File: src/rtl/ava_scanout.sv
// Pixel FIFO consumer: VGA raster timing plus one FIFO pixel per active position, with underflow/desync recovery.
// Latency: rgb/de/syncs are registered on the pix_en edge, one clk after the matching pop.
// Backpressure: none upstream; FIFO is popped at the pixel rate, and an empty FIFO degrades to black plus underflow.
module ava_scanout #(
  parameter int COLOR_WIDTH = 12,
  parameter int H_ACTIVE    = 640,
  parameter int H_FP        = 16,
  parameter int H_SYNC      = 96,
  parameter int H_BP        = 48,
  parameter int V_ACTIVE    = 480,
  parameter int V_FP        = 10,
  parameter int V_SYNC      = 2,
  parameter int V_BP        = 33,
  parameter int PIXEL_DIV   = 4
) (
  input  logic                   clk,
  input  logic                   reset,
  input  logic                   fifo_empty,
  input  logic [COLOR_WIDTH-1:0] fifo_data,
  input  logic                   fifo_sof,
  output logic                   fifo_rd_en,
  output logic [COLOR_WIDTH-1:0] rgb,
  output logic                   hsync_n,
  output logic                   vsync_n,
  output logic                   de,
  output logic                   underflow,
  output logic                   desync,
  input  logic                   err_clr
);

  localparam int H_TOTAL  = H_ACTIVE + H_FP + H_SYNC + H_BP;
  localparam int V_TOTAL  = V_ACTIVE + V_FP + V_SYNC + V_BP;
  localparam int HW       = $clog2(H_TOTAL);
  localparam int VW       = $clog2(V_TOTAL);
  localparam int DW       = $clog2(PIXEL_DIV);
  localparam int HS_START = H_ACTIVE + H_FP;
  localparam int HS_END   = HS_START + H_SYNC;
  localparam int VS_START = V_ACTIVE + V_FP;
  localparam int VS_END   = VS_START + V_SYNC;

  typedef enum logic {SYNC, RUN} state_t;

  state_t                 state, state_nxt;
  logic [DW-1:0]          div;
  logic [HW-1:0]          h;
  logic [VW-1:0]          v;
  logic                   pix_en;
  logic                   active;
  logic                   at_origin;
  logic                   h_in_sync;
  logic                   v_in_sync;
  logic                   pop;
  logic                   uf_set;
  logic                   ds_set;
  logic [COLOR_WIDTH-1:0] rgb_nxt;

  assign pix_en    = (div == DW'(PIXEL_DIV - 1));
  assign active    = (32'(h) < 32'(H_ACTIVE)) && (32'(v) < 32'(V_ACTIVE));
  assign at_origin = (h == '0) && (v == '0);
  assign h_in_sync = (32'(h) >= 32'(HS_START)) && (32'(h) < 32'(HS_END));
  assign v_in_sync = (32'(v) >= 32'(VS_START)) && (32'(v) < 32'(VS_END));

  // Free-running pixel divider and raster counters; never stalled by the FSM.
  always_ff @(posedge clk) begin
    if (reset) begin
      div <= '0;
      h   <= '0;
      v   <= '0;
    end else begin
      if (pix_en) div <= '0;
      else        div <= div + 1'b1;
      if (pix_en) begin
        if (h == HW'(H_TOTAL - 1)) begin
          h <= '0;
          if (v == VW'(V_TOTAL - 1)) v <= '0;
          else                       v <= v + 1'b1;
        end else begin
          h <= h + 1'b1;
        end
      end
    end
  end

  // Sync/run state register.
  always_ff @(posedge clk) begin
    if (reset) state <= SYNC;
    else       state <= state_nxt;
  end

  // Pop decision, next pixel value, error detection and state transitions.
  always_comb begin
    state_nxt = state;
    pop       = 1'b0;
    rgb_nxt   = '0;
    uf_set    = 1'b0;
    ds_set    = 1'b0;
    case (state)
      SYNC: begin
        // Stale words are flushed at clk rate; an SOF head waits for the origin.
        if (!fifo_empty && !fifo_sof) begin
          pop = 1'b1;
        end else if (pix_en && at_origin && !fifo_empty && fifo_sof) begin
          pop       = 1'b1;
          rgb_nxt   = fifo_data;
          state_nxt = RUN;
        end
      end
      RUN: begin
        if (pix_en && active) begin
          if (fifo_empty) begin
            uf_set    = 1'b1;
            state_nxt = SYNC;
          end else if (fifo_sof && !at_origin) begin
            ds_set    = 1'b1;
            state_nxt = SYNC;
          end else if (!fifo_sof && at_origin) begin
            ds_set    = 1'b1;
            state_nxt = SYNC;
          end else begin
            pop     = 1'b1;
            rgb_nxt = fifo_data;
          end
        end
      end
      default: state_nxt = SYNC;
    endcase
  end

  assign fifo_rd_en = pop && !reset;

  // Video outputs are captured once per pixel and held for the whole pixel period.
  always_ff @(posedge clk) begin
    if (reset) begin
      rgb     <= '0;
      de      <= 1'b0;
      hsync_n <= 1'b1;
      vsync_n <= 1'b1;
    end else if (pix_en) begin
      rgb     <= rgb_nxt;
      de      <= active;
      hsync_n <= !h_in_sync;
      vsync_n <= !v_in_sync;
    end
  end

  // Sticky error flags; a new error in the clearing cycle keeps the flag set.
  always_ff @(posedge clk) begin
    if (reset) begin
      underflow <= 1'b0;
      desync    <= 1'b0;
    end else begin
      if (uf_set)       underflow <= 1'b1;
      else if (err_clr) underflow <= 1'b0;
      if (ds_set)       desync <= 1'b1;
      else if (err_clr) desync <= 1'b0;
    end
  end

endmodule

File: config.mk
export PLATFORM = sky130hd
export DESIGN_NAME = ava_scanout
export DESIGN_NICKNAME = d
export VERILOG_FILES = /design/src/rtl/ava_scanout.sv
export SDC_FILE = /design/constraint.sdc
export NUM_CORES = 1
export LEC_CHECK = 0
export BUFFER_PORTS_ARGS = -buffer_cell sky130_fd_sc_hd__buf_2
export CORE_ASPECT_RATIO = 0.6
export CORE_MARGIN = 2
export CORE_UTILIZATION = 25
export DETAILED_ROUTE_END_ITERATION = 10
export HOLD_SLACK_MARGIN = 0.1
export PLACE_DENSITY = 0.48
export REMOVE_ABC_BUFFERS = 1
export SYNTH_ARGS = -nofsm -noshare
export SYNTH_HDL_FRONTEND = slang
export SYNTH_SLANG_ARGS = --single-unit
File: constraint.sdc
create_clock -name clk -period 5.4 [get_ports clk]
set_input_delay 0.81 -clock clk [delete_from_list [all_inputs] [get_ports clk]]
set_output_delay 0.81 -clock clk [all_outputs]
set_load 0.02 [all_outputs]
=== Word level (Yosys, flattened, before mapping) ===
Index checks and enable logic that the tools add are counted.

* Flip-flop bits (word level): 40
* Input port bits: 17
* Output and inout bits: 18
* Logic and storage cells: 77

* $add $sub $neg: 3
* Order comparisons: 6
* Eq/ne operators: 3
* Muxes and demuxes: 30
* Bitwise gates (word level): 1
* Reduce and logical (&&, ||, !) cells: 24

{| class="wikitable"
|+ Operators with widths
! operator !! number
|-
| $mux W12 || 6
|-
| $pmux W12 S2 || 1
|-
| $add A10 B1 Y10 const B || 2
|-
| $eq A10 B10 Y1 const B || 2
|-
| $logic_not A10 Y1 || 2
|-
| $lt A10 B10 Y1 const B || 2
|-
| $lt A10 B9 Y1 const B || 2
|-
| $mux W10 || 2
|-
| $mux W1 || 19
|-
| $logic_and A1 B1 Y1 || 12
|-
| $ge A10 B10 Y1 const B || 1
|-
| $ge A10 B9 Y1 const B || 1
|-
| $logic_not A1 Y1 || 6
|-
| $pmux W1 S2 || 2
|-
| $reduce_bool A2 Y1 || 2
|-
| $add A2 B1 Y2 const B || 1
|-
| $eq A2 B2 Y1 const B || 1
|-
| $reduce_and A2 Y1 || 1
|-
| $reduce_or A2 Y1 || 1
|-
| $not A1 Y1 || 1
|}

=== Longest topological paths before layout ===
Gate-level depths: netlist (run 1).

* Depth in word-level cells: 9
* Depth in mapped cells: 12
* Depth with buffers taken out: 11

=== Worst setup path after synthesis (run 1) ===
No wires, ideal clock.

* Kind: register to output
* Start: reg h[4]
* End: out fifo_rd_en
* Arrival: 2.016 ns
* Data required time: 4.590 ns
* Path slack: 2.574 ns
* Cell stages (with the launch flop): 9
* Path buffers: 1
* Cell sequence: dfxtp_1 clkbuf_1 or3_2 nor4_1 nand2_1 inv_1 ha_1 nand3_1 o22ai_1

* Word-level cells in the longest chain between the ends: 9
* Elaborated cells on any way between the ends: 19
* Classes of those cells: 1 x order compare; 7 x mux; 11 x reduce/logical

{| class="wikitable"
|+ RTL lines
! item !! RTL line !! text
|-
| start: declaration || 45 || <nowiki>logic [HW-1:0] h;</nowiki>
|-
| start signal: assignment || 78 || <nowiki>h <= h + 1'b1;</nowiki>
|-
| branches (longest 7 deep; another with $lt A10 B10 Y1) || n/a ||
|-
| $pmux W1 S2 (*) || 97 || <nowiki>case (state)</nowiki>
|-
| $logic_and A1 B1 Y1 (*) || 129 || <nowiki>assign fifo_rd_en = pop && !reset;</nowiki>
|-
| end: declaration || 21 || <nowiki>output logic fifo_rd_en,</nowiki>
|}

Every way passes the cells marked *.

=== Final worst setup path (run 1) ===
* Start: in reset
* End: out fifo_rd_en

* Word-level cells in the longest chain between the ends: 2

{| class="wikitable"
|+ RTL lines
! item !! RTL line !! text
|-
| start: declaration || 17 || <nowiki>input logic reset,</nowiki>
|-
| $logic_not A1 Y1 || 129 ||
|-
| $logic_and A1 B1 Y1 || 129 ||
|}

Every way passes these cells.

==> impl_metrics.yaml, run 1 <==
hold_path:
  hold_path.class: "flip-flop to flip-flop"
synthesis:
  syn_area_mm2: 0.002073
  synth.distinct_cells: 42
  yosys.cell_count.top_type: "dfxtp_1"
  synth-edff-count: 0
  syn_avg_cell_area_um2: 8.462
  yosys.area.top_type: "dfxtp_1"
  synth-seq-cells: 40
  netlist_instances: 245
  synth_area_leaders: "dfxtp_1 39%, o32a_1 5.8%, nand3_1 5.6%, ha_1 4.2%, o21ai_0 4.1%"
  seq_area_frac_synth: 0.3862
  synth_top_area_frac: 0.3862
  yosys_warnings: 0
  synth_common_cells: "40 x dfxtp_1, 23 x nand3_1, 22 x inv_1"
  ys_async_sr_fraction: 0
  synth_ff_type: "dfxtp_1"
placed_design:
  place_area_mm2: 0.002302
  gp_congestion: 0.7598
  pre_cts_ws_ps: 2053
  io_buffers: 34
  place_hpwl_mm: 3.754
routing:
  drtIter0Drc: 263
  vias: 1832
  maxUsedRoutingLayer: "met4"
  ant_nets: 0
  dr.pass1.iters: 4
  wl_met2_mm: 1.909
  drc_errors: 0
  vias_per_cell: 4.847
  wl_per_cell_um: 14.08
  wl_mm: 5.322
  wl_met3_um: 397
  wl_met1_mm: 2.987
critical_path:
  required_ps: 4590
  path_cells: "buf_2, clkinv_1, nand3_1, o22ai_1, buf_2"
  max_stage_delay_ps: 670
  critPathKind: "input port to output port"
  cp_max_fo: 32
  start_kind: "input port"
  critical_path.most_common_cell: "buf_2"
  endpoint_kind: "output port"
  crit_path_top_delay_cell: "clkinv_1"
  worstPathArrival_ps: 2520
grt:
  grt_max_degree: 37
  antenna_found_initial: 0
  grt_overflow_total: 0
  track_usage: 0.1236
  grt_pass1_vias: 1518
  grt_pass1_wl_mm: 8.487
outcome:
  run_status: "complete, no violations"
timing:
  fin_crit_ps: 3331
  setup_viol_count_final: 0
  max-slew-margin-rel: 0.5562
  report.final.slew_viol_count: 0
  timing_worst_slew_pin_value_ps: 658.7
  fin_crit_sh: 0.6169
  fin_tns_setup_ps: 0
  worst_slack_ps: 2069
  rsz0062_at_grt: "false"
  hold_viol_final: 0
  finClkSkew_ps: 3.464
  fmax_ghz: 0.3002
final_layout:
  drive_gt1_frac: 0.1815
  fin_util: 0.3082
  syn_to_final_growth_pct: 18.11
  final_area_mm2: 0.002449
  nets: 293
  antenna_cells: 0
clock_tree:
  numCtsBuffers: 5
  post_cts_resized: 0
  clkLatencyLatePin_ps: 280
  post_cts_buffers: 0
  cts.sinks: 40
  clkTransAtPathRegs_ps: 60
  cts_root_buf: "clkbuf_16"
  cts_max_level: 2
  cts_tree: "done"
  holdBufCountCts: 0
  cts_buffer_depth: 2
power:
  ir_drop_v: 0.0001102
  power_density_mw_per_mm2: 262.0
  power.leakage_nw: 0.8828
floorplan:
  fp-row-count: 25
  coreArea_mm2: 0.007945
  die_y_um: 74.54
  dieArea_mm2: 0.009061
  initial_core_util: 0.2609
  pin_count: 35
  die_w_um: 121.6
flow_run:
  maxCapViolCount: 0
## cell type report
class                   instances  area [um2]
fillers                       859        5497
multi-input cells             164        1102
flip-flops and latches         40       800.8
repair buffers                 35       177.7
clock buffers                   8       146.4
well taps                     108       135.1
inverters                      23       86.33
## registers in the layout, indices dropped and copies added (netlist names)
name and count:
rgb 12, h 10, state 1, div 2, v 10, desync 1, hsync_n 1, vsync_n 1
de 1, underflow 1
## per-stage QoR
stage          hold slack [ps]  power (mW)  cells
3_5_place_dp             421.4      0.3458    370
2_1_floorplan            400.3      0.3264    227
4_1_cts                  430.6      0.6493    378
5_1_grt                  482.8      0.6683    378
6_report                 431.1      0.6414    378
3_3_place_gp             422.5      0.3451    370
## power breakdown
group | switching [mW] | internal [mW]
sequential | 0.00204 | 0.299
combinational | 0.0252 | 0.0132
clock | 0.118 | 0.184
## routing by layer
layer | vias up | GRT usage
met1 | 838 | 0.2073
met2 | 51 | 0.1373
met5 | - | 0
met3 | 5 | 0.04448
li1 | 938 | -
met4 | 0 | 0.02682
## cells in the final DEF (no fill, tap or decap), drive strengths merged, types with 7 or more instances in the layout
cell type / n
a21oi: 8
buf: 35
clkbuf: 8
dfxtp: 40
ha: 7
inv: 22
nand2: 8
nand3: 23
nor2: 12
nor3: 13
nor4: 9
o21ai: 17
o32a: 12
xnor2: 7
## kinds of logic after synthesis
kind of cell / after synthesis / synth area share
XOR/XNOR: 12 / 0.05069
adder cells (fa/ha/maj): 7 / 0.04224
multiplexers: 1 / 0.004828
AND/OR/NAND/NOR: 100 / 0.2915
buffers and inverters: 41 / 0.08207
flip-flops: 40 / 0.3862
AO/OA/AOI/OAI: 44 / 0.1424
## critical path, delay by kind of cell
kind | cells | cell delay [ps]
AO/OA/AOI/OAI | 1 | 110
AND/OR/NAND/NOR | 1 | 250
buffers and inverters | 3 | 1320
## final timing paths
kind              slack (ps)   start  cells past startpoint          to
hold reg to reg          430  div[0]                      1      div[0]
hold / removal           430  div[0]                      1      div[0]
setup / recovery        2070   reset                      5  fifo_rd_en
setup reg to reg        2560    h[4]                      8      rgb[7]
No activity file was read; power rests on OpenSTA's default activity.
==> inputs of run 2 (changes only) <==
- clock period: 5.4 -> 3.48 ns (I/O delays scaled with it)
==> impl_metrics.yaml, run 2 (synthesis gave the netlist of run 1 again) <==
timing:
  rsz0062_at_grt: "false"
  max-slew-margin-rel: 0.5557
  hold_viol_final: 0
  setup_viol_count_final: 0
  fin_tns_setup_ps: 0
  finClkSkew_ps: 4.793
  fin_crit_sh: 0.8382
  timing_worst_slew_pin_value_ps: 659.5
  fin_crit_ps: 2917
  report.final.slew_viol_count: 0
  fmax_ghz: 0.3428
placed_design:
  place_inst: 373
  place_area_mm2: 0.002325
  io_buffers: 34
  gp_congestion: 0.8147
  place_hpwl_mm: 3.775
critical_path:
  critPathKind: "flip-flop to output port"
  reg2reg_to: "rgb[9]"
  cp_max_fo: 7
  endpoint_kind: "output port"
  cp.depth: 8
  cp-startpoint: "h[4]"
  required_ps: 2960
  path_cells: "or3_2, nor4_1, nand2_1, inv_1, ha_1, nand3_1, o22ai_1, buf_2"
  start_kind: "flip-flop"
  setup.worst_path.end: "fifo_rd_en"
  critPathBufInv: 2
  worstReg2RegStart: "h[4]"
  crit_path_top_delay_cell: "or3_2"
  crit_family: "simple AND/OR/NAND/NOR gates"
  regToRegSetupSlack_ps: 760
  ff2ff_path_depth: 8
  max_stage_delay_ps: 530
  worstPathArrival_ps: 2400
power:
  swShare: 0.2122
  seqPwrFrac: 0.447
  total_power_mw: 1.044
  p_int_uw: 822.7
  ir_drop_v: 0.0001885
  p_comb_frac: 0.059
  clkPwrFrac: 0.494
  power.leakage_nw: 0.9062
  power_density_mw_per_mm2: 419.6
  p_switching_uw: 221.6
final_layout:
  largest_register_ffs: 12
  regMostFlops: "rgb"
  syn_to_final_growth_pct: 20.04
  antenna_cells: 0
  fin_cells: 381
  final_area_mm2: 0.002489
  nets: 296
  layout_common_cells: "40 x dfxtp_1, 34 x buf_2, 23 x nand3_1"
  drive_gt1_frac: 0.1941
  reg.largest.list: "rgb: 12 flops, h: 10 flops, v: 10 flops"
  final_common_cell: "dfxtp_1"
floorplan:
  pin_count: 35
  die_y_um: 74.54
  dieArea_mm2: 0.009061
  initial_core_util: 0.2609
  die_w_um: 121.6
  coreArea_mm2: 0.007945
  fp-row-count: 25
grt:
  grt_overflow_total: 0
  track_usage: 0.1217
  grt_pass1_vias: 1632
  antenna_found_initial: 0
  grt_max_degree: 32
  grt_pass1_wl_mm: 8.590
outcome:
  run_status: "complete, no violations"
clock_tree:
  numCtsBuffers: 5
  cts_max_level: 2
  holdBufCountCts: 0
  cts_tree: "done"
  cts.sinks: 40
  post_cts_resized: 0
  cts_root_buf: "clkbuf_16"
  clkTransAtPathRegs_ps: 60
  clkLatencyLatePin_ps: 280
  cts_buffer_depth: 2
  post_cts_buffers: 0
routing:
  wl_per_cell_um: 13.71
  vias: 1855
  dr.pass1.iters: 4
  ant_nets: 0
  drc_errors: 0
  drtIter0Drc: 170
  wl_mm: 5.223
  vias_per_cell: 4.869
hold_path:
  hold_path.class: "flip-flop to flip-flop"
flow_run:
  maxCapViolCount: 0
-- run 2: power by group through the flow --
stage | Clock [mW] | Combinational [mW] | Sequential (mW)
after floorplan | 0 | 0.0294 | 0.477
after global placement | 0 | 0.0623 | 0.476
after detailed placement | 0 | 0.0620 | 0.477
after CTS | 0.529 | 0.0629 | 0.467
after global routing | 0.544 | 0.0699 | 0.467
final | 0.516 | 0.0619 | 0.467
-- run 2: worst reg2reg max path: stages (launching register included) --
cell,delay [ps]
dfxtp_1,380
or3_2,530
nor4_1,360
nand2_1,140
ha_1,210
nor3_1,120
nand4_1,500
o32a_1,330
o21ai_0,70
-- run 2: final cells by class --
cell class                 count  area (um2)
clock buffer                   6       128.9
clock inverter                 2       35.03
fill                         855        5456
inverter                      23       86.33
multi-input combinational    164        1102
sequential                    40       800.8
tap                          108       135.1
timing repair buffer          38       200.2
-- run 2: worst min-delay path by stage --
stage	slack [ps]	endpoint	start	depth (start not counted)
2_1_floorplan	400	div[0]	div[0]	1
3_3_place_gp	420	div[0]	div[0]	1
3_5_place_dp	420	div[0]	div[0]	1
4_1_cts	430	div[0]	div[0]	1
5_1_grt	460	div[0]	div[0]	1
6_report	440	div[0]	div[0]	1
-- run 2: per-layer routing --
layer	wire, um	GRT usage
met4	14	0.01916
met5	0	0
met1	2990	0.1958
met2	1933	0.1554
met3	284	0.03681
-- run 2: metrics by stage --
step | util | setup slack, ps | hold WS [ps]
global route | 0.3132 | 447.5 | 458.8
CTS | 0.3132 | 562.2 | 432.6
global placement | 0.2926 | 828.6 | 415.7
floorplan | - | 706.0 | 400.3
finish | 0.3132 | 562.9 | 435.7
detailed placement | 0.2926 | 776.9 | 424.6
